[src/rtl/reg_file_mp_if.sv]
// reg_file_mp_if: bundle of the write, read and issue signals between the
// decode/writeback pipeline stages and the reg_file_mp register file.
// The pipeline side uses the master modport, the register file the slave modport.
interface reg_file_mp_if #(
    parameter int DATA_W = 32,
    parameter int ADDR_W = 5,
    parameter int NUM_RD = 2
);
    localparam int DEPTH = 2 ** ADDR_W;

    logic                     WRITE;
    logic                     InstHIT;
    logic [ADDR_W-1:0]        INADDRESS;
    logic [DATA_W-1:0]        IN;
    logic [NUM_RD*ADDR_W-1:0] RDADDR;
    logic [NUM_RD*DATA_W-1:0] RDDATA;
    logic [NUM_RD-1:0]        RDBUSY;
    logic                     ISSUE;
    logic [ADDR_W-1:0]        ISSUEADDRESS;
    logic [DEPTH-1:0]         BUSYVEC;

    modport master (
        output WRITE, InstHIT, INADDRESS, IN, RDADDR, ISSUE, ISSUEADDRESS,
        input  RDDATA, RDBUSY, BUSYVEC
    );

    modport slave (
        input  WRITE, InstHIT, INADDRESS, IN, RDADDR, ISSUE, ISSUEADDRESS,
        output RDDATA, RDBUSY, BUSYVEC
    );
endinterface

[src/rtl/reg_file_mp.sv]
// reg_file_mp: parametrised pipeline register file with one write port,
// NUM_RD combinational read ports, an optional hardwired zero register and a
// per-register busy scoreboard used by decode to spot RAW hazards.
// Optional feature: define RF_BYPASS_EN to forward the writeback data to any
// read port addressing the register being written in the same cycle, and to
// mask that port's busy bit. Without it reads return the stored value and the
// raw scoreboard bit.
module reg_file_mp #(
    parameter int DATA_W   = 32,
    parameter int ADDR_W   = 5,
    parameter int NUM_RD   = 2,
    parameter int ZERO_REG = 1
) (
    input logic          CLK,
    input logic          RESET,
    reg_file_mp_if.slave bus
);
    localparam int   DEPTH   = 2 ** ADDR_W;
    localparam logic ZERO_EN = (ZERO_REG != 0);

    // Read port count outside the supported range stops elaboration.
    if (NUM_RD < 1 || NUM_RD > 4) begin : g_bad_num_rd
        $error("reg_file_mp: NUM_RD must be within 1..4");
    end

    // One-hot decode of a register address into a scoreboard mask.
    function automatic logic [DEPTH-1:0] onehot(input logic [ADDR_W-1:0] addr);
        logic [DEPTH-1:0] vec;
        vec       = {DEPTH{1'b0}};
        vec[addr] = 1'b1;
        return vec;
    endfunction

    logic [DATA_W-1:0] regs_q [DEPTH];
    logic [DEPTH-1:0]  busy_q;
    logic [DEPTH-1:0]  busy_d;
    logic [DEPTH-1:0]  clr_mask_s;
    logic [DEPTH-1:0]  set_mask_s;
    logic              wr_fire_s;
    logic              wr_store_s;
    logic              issue_set_s;

    // A writeback only counts when the instruction is valid; register 0
    // swallows writes and issues when it is hardwired.
    assign wr_fire_s   = bus.WRITE & bus.InstHIT;
    assign wr_store_s  = wr_fire_s & ~(ZERO_EN & (bus.INADDRESS == {ADDR_W{1'b0}}));
    assign issue_set_s = bus.ISSUE & ~(ZERO_EN & (bus.ISSUEADDRESS == {ADDR_W{1'b0}}));

    // Set is applied after clear so a new producer issued in the same cycle
    // as the old one retires keeps the register busy.
    assign clr_mask_s = wr_fire_s   ? onehot(bus.INADDRESS)    : {DEPTH{1'b0}};
    assign set_mask_s = issue_set_s ? onehot(bus.ISSUEADDRESS) : {DEPTH{1'b0}};

    // Next scoreboard state from retiring and newly issued producers.
    always_comb begin
        busy_d = (busy_q & ~clr_mask_s) | set_mask_s;
    end

    // Register array and scoreboard; reset clears both at once and drops any write in flight.
    always_ff @(posedge CLK or negedge RESET) begin
        if (!RESET) begin
            busy_q <= {DEPTH{1'b0}};
            for (int i = 0; i < DEPTH; i++) begin
                regs_q[i] <= {DATA_W{1'b0}};
            end
        end else begin
            busy_q <= busy_d;
            if (wr_store_s) begin
                regs_q[bus.INADDRESS] <= bus.IN;
            end
        end
    end

    assign bus.BUSYVEC = busy_q;

    for (genvar k = 0; k < NUM_RD; k++) begin : g_rd
        logic [ADDR_W-1:0] addr_s;
        logic              zero_s;
        logic              byp_s;
        logic [DATA_W-1:0] data_s;
        logic              busy_s;

        assign addr_s = bus.RDADDR[k*ADDR_W +: ADDR_W];
        assign zero_s = ZERO_EN & (addr_s == {ADDR_W{1'b0}});
`ifdef RF_BYPASS_EN
        // Forwarding is suppressed during reset so the ports read all-zero.
        assign byp_s  = RESET & wr_fire_s & (addr_s == bus.INADDRESS) & ~zero_s;
`else
        assign byp_s  = 1'b0;
`endif

        // Read mux: hardwired zero first, then forwarded writeback data, then storage.
        always_comb begin
            data_s = {DATA_W{1'b0}};
            busy_s = 1'b0;
            if (zero_s) begin
                data_s = {DATA_W{1'b0}};
                busy_s = 1'b0;
            end else if (byp_s) begin
                data_s = bus.IN;
                busy_s = 1'b0;
            end else begin
                data_s = regs_q[addr_s];
                busy_s = busy_q[addr_s];
            end
        end

        assign bus.RDDATA[k*DATA_W +: DATA_W] = data_s;
        assign bus.RDBUSY[k]                  = busy_s;
    end
endmodule

[src/flat_wrapper.sv]
// flat-port wrapper written by rule: the top's interface ports become plain ports
module reg_file_mp_flat 
#(
    parameter int DATA_W   = 32,
    parameter int ADDR_W   = 5,
    parameter int NUM_RD   = 2,
    parameter int ZERO_REG = 1
)
  (CLK, RESET, bus_WRITE, bus_InstHIT, bus_INADDRESS, bus_IN, bus_RDADDR, bus_ISSUE, bus_ISSUEADDRESS, bus_RDDATA, bus_RDBUSY, bus_BUSYVEC);
  reg_file_mp_if #(.DATA_W(DATA_W), .ADDR_W(ADDR_W), .NUM_RD(NUM_RD)) bus_i ();
  input logic CLK;
  input logic RESET;
  input wire logic [$bits(bus_i.WRITE)-1:0] bus_WRITE;
  input wire logic [$bits(bus_i.InstHIT)-1:0] bus_InstHIT;
  input wire logic [$bits(bus_i.INADDRESS)-1:0] bus_INADDRESS;
  input wire logic [$bits(bus_i.IN)-1:0] bus_IN;
  input wire logic [$bits(bus_i.RDADDR)-1:0] bus_RDADDR;
  input wire logic [$bits(bus_i.ISSUE)-1:0] bus_ISSUE;
  input wire logic [$bits(bus_i.ISSUEADDRESS)-1:0] bus_ISSUEADDRESS;
  output wire logic [$bits(bus_i.RDDATA)-1:0] bus_RDDATA;
  output wire logic [$bits(bus_i.RDBUSY)-1:0] bus_RDBUSY;
  output wire logic [$bits(bus_i.BUSYVEC)-1:0] bus_BUSYVEC;
  assign bus_i.WRITE = bus_WRITE;
  assign bus_i.InstHIT = bus_InstHIT;
  assign bus_i.INADDRESS = bus_INADDRESS;
  assign bus_i.IN = bus_IN;
  assign bus_i.RDADDR = bus_RDADDR;
  assign bus_i.ISSUE = bus_ISSUE;
  assign bus_i.ISSUEADDRESS = bus_ISSUEADDRESS;
  assign bus_RDDATA = bus_i.RDDATA;
  assign bus_RDBUSY = bus_i.RDBUSY;
  assign bus_BUSYVEC = bus_i.BUSYVEC;
  reg_file_mp #(.DATA_W(DATA_W), .ADDR_W(ADDR_W), .NUM_RD(NUM_RD), .ZERO_REG(ZERO_REG)) u_core (.CLK(CLK), .RESET(RESET), .bus(bus_i));
endmodule
[config.mk]
export PLATFORM = sky130hd
export DESIGN_NAME = reg_file_mp_flat
export DESIGN_NICKNAME = d
export VERILOG_FILES = /design/src/rtl/reg_file_mp_if.sv /design/src/rtl/reg_file_mp.sv /design/src/flat_wrapper.sv
export SDC_FILE = /design/constraint.sdc
export NUM_CORES = 2
export LEC_CHECK = 0
export ABC_CLOCK_PERIOD_IN_PS = 2900
export CORE_MARGIN = 2
export CORE_UTILIZATION = 60
export CTS_BUF_LIST = sky130_fd_sc_hd__clkbuf_4 sky130_fd_sc_hd__clkbuf_8
export DETAILED_ROUTE_END_ITERATION = 8
export HOLD_SLACK_MARGIN = 0.12
export PLACE_DENSITY = 0.88
export SYNTH_ARGS = -nofsm -noshare
export SYNTH_HDL_FRONTEND = slang
export SYNTH_SLANG_ARGS = --single-unit
[constraint.sdc]
create_clock -name CLK -period 2.9 [get_ports CLK]
set_clock_uncertainty 0.05 [all_clocks]
set_input_delay 0.58 -clock CLK [delete_from_list [all_inputs] [get_ports CLK]]
set_output_delay 0.58 -clock CLK [all_outputs]
set_load 0.005 [all_outputs]
* Word-level counts from Yosys, hierarchy flattened
Cells that the tools add are included.
** Storage, ports and cells
- Output and inout bits :: 98
- Latch bits :: 0
- Bits of input ports :: 57
- ROM bits :: 0
- Register bits :: 1056
- Word-level logic and storage cells :: 84
- RAM bits :: 0
- Memories :: 0
** Cells by class
- $add $sub $neg :: 0
- Magnitude comparators :: 10
- Reductions and logical operators :: 7
- Bitwise operators :: 11
- Shift operators :: 0
- Equal/unequal tests :: 0
- Mux-type cells :: 23
- Multiply operators :: 0
- Divide/modulo/power cells :: 0
** Operator list (number)
- $bwmux 1024 :: 1
- $bmux 32 s5 :: 2
- $mux 32 :: 9
- $demux 32 s5 :: 1
- $and 32x32->32 :: 1
- $not 32->32 :: 1
- $or 32x32->32 :: 1
- $lt 5x6->1 const B :: 4
- $logic_not 5->1 :: 4
- $ge 6x6->1 const B :: 3
- $not 5->6 :: 3
- $bmux 1 s5 :: 2
- $demux 1 s5 :: 2
- $ge 5x1->1 const B :: 2
- $lt 6x1->1 const B :: 1
- $mux 1 :: 6
- $and 1x1->1 :: 3
- $logic_and 1x1->1 :: 3
- $not 1->1 :: 2

* Longest topological paths before layout
- Word-level depth :: 8
- Mapped depth :: 8
- Mapped depth without buffers :: 4

* Worst setup path before layout
Ideal clock, no wire load.
- Path type :: in2out
- Start :: input bus_RDADDR[6]
- End :: output bus_RDBUSY[1]
- Required time :: 2.270 ns
- Setup slack :: 0.263 ns
- Buffers on the path :: 3
- Stages on the path :: 7
- Arrival :: 2.007 ns
- Cells stage by stage :: buf_4 > buf_4 > mux4_2 > mux2_2 > o21ai_0 > a311oi_1 > buf_4
** On the way
- Longest elaborated chain between the ends :: 3
- Elaborated cells on any way between the ends :: 4
- Those cells by class :: mux: 3; reduce/logical: 1
** RTL lines
- from (decl) :: RTL line flat_wrapper.sv:17 : input wire logic [$bits(bus_i.RDADDR)-1:0] bus_RDADDR;
- $bmux 1 s5 :: RTL line reg_file_mp.sv:104 : busy_s = busy_q[addr_s];
- $mux 1 (implied by the code) :: RTL line reg_file_mp.sv:104
- $mux 1 (*) :: RTL line reg_file_mp.sv:96 : if (zero_s) begin
- to (decl) :: RTL line flat_wrapper.sv:21 : output wire logic [$bits(bus_i.RDBUSY)-1:0] bus_RDBUSY;
Mark *: on every way between the ends. The rest lies on a longest branch, timed or not. The select of a mux whose other input is x is not followed.

* Worst setup path after layout
- Start :: register u_core.regs_q[180] in the netlist's numbering
- End :: output bus_RDDATA[52]
** On the way
- Longest elaborated chain between the ends :: 4
** RTL lines
- from (decl) :: RTL line reg_file_mp.sv:34 : logic [DATA_W-1:0] regs_q [DEPTH];
- from (signal, indexed assignment) :: RTL line reg_file_mp.sv:64 : regs_q[i] <= {DATA_W{1'b0}};
- from (signal, indexed assignment) :: RTL line reg_file_mp.sv:69 : regs_q[bus.INADDRESS] <= bus.IN;
- $bmux 32 s5 :: RTL line reg_file_mp.sv:103 : data_s = regs_q[addr_s];
- $mux 32 (implied by the code) (2 in a row) :: RTL line reg_file_mp.sv:103
- $mux 32 :: RTL line reg_file_mp.sv:96
- to (decl) :: RTL line flat_wrapper.sv:20 : output wire logic [$bits(bus_i.RDDATA)-1:0] bus_RDDATA;
Every way passes these cells. The select of a mux whose other input is x is not followed.

==> results_dict.tcl <==
set metrics [dict create \
    status "complete, but fails checks" \
    violations "negative setup slack" \
    syn_inst 3771 \
    min_period_over_period 1.19 \
    yosysUniqueCellTypes 45 \
    finalCriticalPeriod_ns 3.45 \
    ys_ff_latch 1056 \
    peakVddDrop_mv 0.559 \
    via_per_inst 7.92 \
    crit_path_end_kind "output pin" \
    nFillCells 4938 \
    top_level_ports 155 \
    leakage_uw 0.0309 \
    comb_power_share 0.219 \
    cp_slowest_stage_delay_ns 0.62 \
    clk_pin_slew_ns 0.07 \
    cts_tree "yes" \
    max_freq_ghz 0.290 \
    wl_per_cell_um 39.6 \
    core_mm2 0.0933 \
    hold_class "input pin to async pin" \
    swShare 0.302 \
    fin_util 0.737 \
    root_buffer "clkbuf_8" \
    worstPathCellList "mux4_2 > a22oi_1 > a311oi_4 > buf_2" \
    firstDrtPassIters 7 \
    path_buf_inv 1 \
    drc 0 \
    ant_nets 0 \
    grt_max_degree 118 \
    fin_ws_ns -0.546 \
    synth_area_per_cell_um2 15.0 \
    cp.arrival_ns 2.82 \
    layout_commonest_cell "dfrtp_1" \
    overflow 0 \
    routabilityCongestion 0.967 \
    drive_gt1_frac 0.601 \
    report.final.slew_viol_count 0 \
    pre_cts_ws_ns -0.946 \
    grt_pass1_wl_um 312000 \
    fin_nets 4322 \
    crit_fanout 3 \
    cts_htree_levels 4 \
    syn_to_final_growth_pct 21.8 \
    tightest_slew_ns 0.710 \
    drt-total-wl_um 224000 \
    cp-start-kind "flip-flop" \
    row_count 112 \
    p_total_uw 41100 \
    dp_hpwl_um 124000 \
    multi_input_area_mm2 0.0296 \
    initial_utilization 0.605 \
    die_h_um 311 \
    synth_warnings 0 \
    timing.slew.headroom 0.525 \
    numCtsBuffers 166 \
    port_buffers 154 \
    antenna_found_initial 10 \
    whs_ns 0.213 \
    power_density_mw_per_mm2 598 \
    rsz0062_at_grt "yes" \
    grt.total_usage 0.445 \
    cp_slowest_cell "mux4_2" \
    clock_power_share 0.328 \
    crit_family "compound AO/OA/AOI/OAI gates" \
    required_ns 2.27 \
    seq_area_mm2 0.0264 \
    vias 44700 \
    hold_viol 0 \
    place_inst 5249 \
    setup_viol 66 \
    most-common-layout-cells "dfrtp_1, mux2_2, buf_4, mux4_2, clkbuf_8" \
    grt_pass1_vias 46400 \
    ys_seq_area_frac 0.468 \
    die_x_um 311 \
    fin_cells 5647 \
    clkLatencyLatePin_ns 0.84 \
    dieArea_mm2 0.0966 \
    intPower_uw 28700 \
    clockBufferDepth 3 \
    synth_area_mm2 0.0565 \
    syn-num-nets 3828 \
    p_sw_uw 12400 \
    seq_power_share 0.453 \
    drt_iter0_drc 7490 \
    numClockSinks 1056 \
    criticalPathCategory "flip-flop to output pin" \
    max_cap_violations 0 \
]
per-stage QoR:
| stage | setup TNS, ns | cell area [um2] |
|---|---|---|
| after floorplan | 0 | 56500 |
| after global placement | -37.99 | 62600 |
| after detailed placement | -39.33 | 62600 |
| after CTS | -16.95 | 67800 |
| after global routing | -21.57 | 68800 |
| final | -20.64 | 68800 |
logic make-up (layout without fill, tap and decap cells):
family,after synthesis,in the layout,synth area share
other cells,0,11,0
buf+inv,457,1068,0.0412
mux,1652,1652,0.419
simple gates,186,186,0.0193
compound gates,420,420,0.0528
flops,1056,1056,0.468
synth_stat cells (all sizes together):
cell / number / share of area
a211oi: 66 / 0.0088
a21boi: 1 / 0.00013
a221oi: 50 / 0.0078
a22o: 11 / 0.0017
a22oi: 66 / 0.0088
a311oi: 66 / 0.010
and2: 2 / 0.00022
and3: 1 / 0.00011
buf: 272 / 0.029
clkbuf: 171 / 0.012
dfrtp: 1056 / 0.47
inv: 14 / 0.00093
mux2: 1058 / 0.21
mux2i: 132 / 0.023
mux4: 462 / 0.18
nand2: 50 / 0.0033
nand2b: 2 / 0.00022
nand3: 4 / 0.00035
nand3b: 6 / 0.00080
nand4: 1 / 0.00011
nand4b: 1 / 0.00016
nor2: 25 / 0.0029
nor2b: 74 / 0.0082
nor3: 3 / 0.00027
nor3b: 8 / 0.0014
o2111ai: 16 / 0.0025
o21ai: 136 / 0.012
o22ai: 8 / 0.00089
or2: 5 / 0.00055
or3: 1 / 0.00011
or3b: 1 / 0.00016
or4: 2 / 0.00040
what timing repair did:
item	CTS	global route
hold buffers	1	0
resized for setup	667	109
cloned	2	3
pin swaps	95	49
setup endpoints to repair	66	66
endpoints found under the hold margin	540	0
setup buffers	78	37
registers in the layout, indices dropped and copies added (netlist names):
signal              cells
u_core.regs_q        1024
u_core.bus.BUSYVEC     32
layer usage:
layer | GRT usage | vias to the layer above | part of all wire
met5 | 0.0128 | - | 0.00081
met4 | 0.371 | 16 | 0.11
met3 | 0.209 | 1942 | 0.17
met2 | 0.623 | 5093 | 0.42
met1 | 0.518 | 22000 | 0.31
li1 | - | 15600 | -
path summary, 6_finish.rpt:
check,startpoint,to,slack [ns],cells past startpoint
max,u_core.regs_q[180],bus_RDDATA[52],-0.55,4
max in group asynchronous,RESET,u_core.regs_q[679],1.50,3
min in group CLK,u_core.regs_q[1018],u_core.regs_q[1018],0.35,0
min,RESET,u_core.regs_q[957],0.21,2
min reg2reg,u_core.regs_q[1018],u_core.regs_q[1018],0.35,0
max reg2reg,u_core.bus.BUSYVEC[15],u_core.bus.BUSYVEC[15],1.78,2
area by class of cell:
class / instances / share of cell area
Antenna cell: 11 / 0.000400
Clock buffer: 261 / 0.0477
Clock inverter: 24 / 0.00220
Inverter: 14 / 0.000800
Multi-Input combinational cell: 2258 / 0.430
Sequential cell: 1056 / 0.384
Tap cell: 1254 / 0.0228
Timing Repair Buffer: 769 / 0.112
power groups by stage:
stage | registers, uW | logic [uW] | clock network [uW]
3_5_place_dp | 18500 | 7500 | 0
6_report | 18600 | 9000 | 13500
3_3_place_gp | 18200 | 7210 | 0
4_1_cts | 18200 | 8240 | 13300
5_1_grt | 18600 | 9260 | 14000
2_1_floorplan | 17800 | 4810 | 0
No activity file was read; power rests on OpenSTA's default activity.
